### src/rtl/instr_fetch_unit.sv
// Instruction fetch front end: credit-limited sequential fetch into a
// circular prefetch FIFO, with redirect flush and a delivered-instruction counter.
module instr_fetch_unit #(
  parameter int                ADDR_W   = 5,
  parameter int                DEPTH    = 4,
  parameter logic [ADDR_W-1:0] RESET_PC = ADDR_W'(4)
) (
  input  logic              clk,
  input  logic              rst_n,
  output logic              imem_rd,
  output logic [ADDR_W-1:0] imem_addr,
  input  logic [31:0]       imem_rdata,
  output logic              ir_valid,
  output logic [31:0]       ir_data,
  output logic [ADDR_W-1:0] ir_pc,
  input  logic              ir_ready,
  input  logic              redirect_valid,
  input  logic [ADDR_W-1:0] redirect_pc,
  output logic [15:0]       fetch_count
);
  localparam int PTR_W = $clog2(DEPTH);
  localparam int CNT_W = PTR_W + 1;

  logic              r_running;
  logic              r_inflight;
  logic [ADDR_W-1:0] r_pc;
  logic [PTR_W-1:0]  r_head, r_tail;
  logic [CNT_W-1:0]  r_count;
  logic [15:0]       r_fetch_count;
  logic [31:0]       r_buf_data [DEPTH];
  logic [ADDR_W-1:0] r_buf_pc   [DEPTH];

  logic [CNT_W:0]    w_occ;
  logic              w_issue, w_push, w_pop, w_nonempty;

  // The in-flight read already owns a slot, so counting it here keeps pushes from overflowing.
  assign w_occ      = {1'b0, r_count} + {{CNT_W{1'b0}}, r_inflight};
  assign w_issue    = r_running & ~redirect_valid & (w_occ < (CNT_W+1)'(DEPTH));
  assign w_push     = r_inflight & ~redirect_valid;
  assign w_nonempty = (r_count != '0);
  assign w_pop      = ir_valid & ir_ready;

  assign imem_rd     = w_issue;
  assign imem_addr   = r_pc;
  assign ir_valid    = w_nonempty & ~redirect_valid;
  assign ir_data     = w_nonempty ? r_buf_data[r_head] : 32'd0;
  assign ir_pc       = w_nonempty ? r_buf_pc[r_head]   : '0;
  assign fetch_count = r_fetch_count;

  always_ff @(posedge clk or negedge rst_n) begin
    if (!rst_n) begin
      r_running     <= 1'b0;
      r_inflight    <= 1'b0;
      r_pc          <= RESET_PC;
      r_head        <= '0;
      r_tail        <= '0;
      r_count       <= '0;
      r_fetch_count <= '0;
    end else begin
      r_running  <= 1'b1;
      r_inflight <= w_issue;
      if (w_pop) r_fetch_count <= r_fetch_count + 16'd1;
      if (redirect_valid) begin
        r_pc    <= redirect_pc;
        r_head  <= '0;
        r_tail  <= '0;
        r_count <= '0;
      end else begin
        if (w_issue) r_pc   <= r_pc + ADDR_W'(1);
        if (w_push)  r_tail <= r_tail + PTR_W'(1);
        if (w_pop)   r_head <= r_head + PTR_W'(1);
        case ({w_push, w_pop})
          2'b10:   r_count <= r_count + CNT_W'(1);
          2'b01:   r_count <= r_count - CNT_W'(1);
          default: r_count <= r_count;
        endcase
      end
    end
  end

  always_ff @(posedge clk) begin
    if (w_push) begin
      r_buf_data[r_tail] <= imem_rdata;
      r_buf_pc[r_tail]   <= r_pc - ADDR_W'(1);
    end
  end
endmodule

### config.mk
export PLATFORM = sky130hd
export DESIGN_NAME = instr_fetch_unit
export DESIGN_NICKNAME = d
export VERILOG_FILES = /design/src/rtl/instr_fetch_unit.sv
export SDC_FILE = /design/constraint.sdc
export NUM_CORES = 1
export LEC_CHECK = 0
export BUFFER_PORTS_ARGS = -buffer_cell sky130_fd_sc_hd__buf_2
export CAP_MARGIN = 30
export CELL_PAD_IN_SITES_DETAIL_PLACEMENT = 1
export CELL_PAD_IN_SITES_GLOBAL_PLACEMENT = 1
export CORE_MARGIN = 2
export CORE_UTILIZATION = 50
export CTS_BUF_LIST = sky130_fd_sc_hd__clkbuf_2 sky130_fd_sc_hd__clkbuf_4 sky130_fd_sc_hd__clkbuf_8
export CTS_CLUSTER_DIAMETER = 120
export CTS_CLUSTER_SIZE = 25
export DETAILED_ROUTE_END_ITERATION = 6
export GPL_ROUTABILITY_DRIVEN = 0
export PLACE_DENSITY_LB_ADDON = 0.1
export SLEW_MARGIN = 15
export SYNTH_ARGS = -nofsm -noshare
export SYNTH_HDL_FRONTEND = slang
export SYNTH_SLANG_ARGS = --single-unit
### constraint.sdc
create_clock -name clk -period 2.6 [get_ports clk]
set_clock_uncertainty 0.15 [all_clocks]
set_input_delay 0.52 -clock clk [delete_from_list [all_inputs] [get_ports clk]]
set_output_delay 0.52 -clock clk [all_outputs]
set_load 0.01 [all_outputs]
==> flow_summary_export.csv <==
group,metric,value,unit
synthesis,synth_cell_types,40,
floorplan,die_h,124,um
final_layout,multi_input_gate_area_in_the_final_layout,0.00193,sq mm
power,irDropWorstVdd,0.000574,V
global_routing,grtUsageMet3,0.0504,
global_routing,antenna_found_initial,0,
final_layout,layout-drive-gt1-share,0.410,
status,status,"finished with violations",
job,max-cap-violations,0,
power,cellLeakagePower,3.27,nW
sta,max_slew.worst_pin.slew,0.696,ns
global_routing,use_met2,0.356,
placement,dp_hpwl,8850,um
setup_path,worst-endpoint-arrival,1.99,ns
floorplan,initial_core_util,0.514,
clock_network,worst_setup_hold_path_clk_slew,0.08,ns
synthesis,netlist_area,0.00719,sq mm
placement,place_ws,0.365,ns
routing,drt_pass1_iterations,4,
clock_network,clk_latency,0.45,ns
final_layout,layout.cells.most_common,"edfxtp_1",
setup_path,critical_path_required,1.93,ns
clock_network,tritoncts,"yes",
synthesis,seq_area_frac_synth,0.723,
setup_path,critPathCaptureType,"output pin",
global_routing,grt.busiest_layer,"met2",
hold_path,min-delay-path-class,"in -> reg",
synthesis,synth-seq-cells,178,
global_routing,grt_pass1_vias,4093,
clock_network,ctsHtreeMaxLevel,4,
global_routing,grt_max_degree,38,
global_routing,grt.met1_usage,0.256,
routing,remaining_drc_errors,0,
clock_network,cts_buffers,17,
placement,placed_instances,658,
floorplan,die_area,0.0154,sq mm
final_layout,synthToLayoutAreaGrowth,21.6,%
synthesis,ys_dominant_reg_cell,"edfxtp_1",
setup_path,critPathKind,"reg -> out",
setup_path,critical_path.max_fanout,5,
sta,fmaxAchievable,0.376,GHz
sta,timing.final.setup_violations,26,
sta,hold_viol,0,
sta,unrepaired_setup_endpoints_after_global_routing,"yes",
final_layout,num_antenna_cells,0,
floorplan,die_w,124,um
final_layout,layout_common_cells,"edfxtp_1 (148), buf_2 (95), mux4_2 (37)",
sta,timing.slew.headroom,0.536,
final_layout,final_net_count,556,
setup_path,setup.worst_path.start_class,"flop",
routing,drtIter0Drc,267,
final_layout,n_fill_cell,1281,
routing,vias_per_cell,5.51,
floorplan,ios,101,
global_routing,grt_first_pass_wirelength,22500,um
routing,totalWireLength,14800,um
floorplan,area_of_the_core_region,0.0140,sq mm
synthesis,yosys_warnings,0,
placement,io_buffer_count,100,
routing,dr_total_vias,3855,
sta,final_critical_path_setup_slack,-0.0563,ns
synthesis,count_of_flip_flops_with_a_built_in_enable_after_synthesis,148,
synthesis,synthesis.instances,382,
clock_network,clock-root-buffer,"clkbuf_8",
sta,final_period_minus_worst_setup_slack,2.66,ns
synthesis,asyncSetResetFlopFracSynth,0.169,
sta,timing.final.max_slew_violations,0,
synthesis,synth.net_count,431,
global_routing,global_route.overflow_total,0,
clock_network,clock_sink_count,178,
floorplan,number_of_placement_rows,43,
final_layout,area.sequential,0.00520,sq mm
final_layout,layoutNonFillerInstCount,700,
sta,timing.hold.ws,0.124,ns
sta,fin_crit_sh,1.02,
power,powerDensity,981,mW/mm^2
synthesis,syn-mean-instance-area,18.8,sq um
routing,drt-wirelength-per-cell,21.2,um
global_routing,globalRouteTotalUtil,0.208,
status,failed_checks,"negative setup slack",
clock_network,clk_path_buf_depth,2,
routing,route.antenna.remaining_nets,0,
==> sequential cells by signal (all words and copies together), names as in the netlist <==
signal       flops
r_head           2
r_inflight       1
imem_addr        5
fetch_count     16
r_tail           2
r_running        1
r_count          3
r_buf_data     128
r_buf_pc        20
==> synthesized netlist by cell type (all sizes together), types with 5 or more instances <==
| library cell | number | area share |
|---|---|---|
| a221o | 5 | 0.0070 |
| edfxtp | 148 | 0.62 |
| nand2 | 8 | 0.0042 |
| mux4 | 37 | 0.12 |
| nand3 | 10 | 0.0084 |
| nor3 | 10 | 0.0092 |
| nor2b | 39 | 0.034 |
| nor2 | 15 | 0.0078 |
| ha | 7 | 0.012 |
| clkbuf | 6 | 0.0033 |
| xor2 | 7 | 0.0085 |
| inv | 7 | 0.0037 |
| buf | 10 | 0.0084 |
| xnor2 | 15 | 0.018 |
| dfrtp | 29 | 0.10 |
| and2 | 5 | 0.0044 |
==> report_power, final <==
group          switching, mW  internal [mW]  total [mW]
Sequential             0.180           3.27        3.45
Combinational           1.39           1.41        2.80
Clock                  0.925           1.40        2.33
Total                   2.50           6.08        8.58
==> timing repair <==
action / CTS / global route
pin swaps: 1 / 0
buffers inserted: 4 / 1
endpoints found under the setup margin: 38 / 37
cloned: 4 / 2
endpoints found under the hold margin: 29 / 0
gates resized for setup: 4 / 17
hold buffers: 1 / 0
==> worst paths after layout <==
path	end	slack, ns	from	cells after the start
hold reg to reg	fetch_count[15]	0.32	fetch_count[15]	1
setup / recovery	ir_data[4]	-0.06	r_head[0]	5
hold / removal	r_buf_data[2][1]	0.12	imem_rdata[1]	1
min in group asynchronous	fetch_count[15]	0.49	rst_n	2
setup reg to reg	r_count[2]	0.40	r_count[0]	6
max in group asynchronous	r_head[1]	1.32	rst_n	2
==> routing by layer <==
metal | up-vias | share of wire
li1 | 1721 | -
met1 | 1992 | 0.40
met2 | 119 | 0.53
met3 | 23 | 0.052
met4 | 0 | 0.020
met5 | - | 0
==> metrics by stage <==
step                      total power [mW]   util  area (sq um)  TNS (ns)
after floorplan                       4.96      -          7190         0
after global placement                5.79  0.570          7980         0
after detailed placement              5.86  0.570          7980         0
after CTS                             8.52  0.619          8660     -3.54
after global routing                  9.02  0.625          8740     -4.20
final                                 8.58  0.625          8740     -1.00
==> cell type report <==
class,count,area share
multi-input cells,181,0.221
clock inverters,10,0.0263
clock buffers,22,0.0318
inverters,7,0.00300
repair buffers,122,0.0974
flip-flops and latches,178,0.595
well taps,180,0.0258
==> worst max-delay path, cell delays in order (launching register included) <==
cell	delay, ns
dfrtp_2	0.46
buf_4	0.16
buf_16	0.13
mux4_2	0.50
nor2b_1	0.14
buf_2	0.14
==> cell families after synthesis <==
| family | share of synthesized area |
|---|---|
| XOR/XNOR | 0.0268 |
| multiplexers | 0.120 |
| buffers and inverters | 0.0153 |
| adder cells (fa/ha/maj) | 0.0150 |
| AND/OR/NAND/NOR | 0.0853 |
| other | 0.000522 |
| AO/OA/AOI/OAI | 0.0143 |
| flip-flops | 0.723 |
No activity file was read; power rests on OpenSTA's default activity.
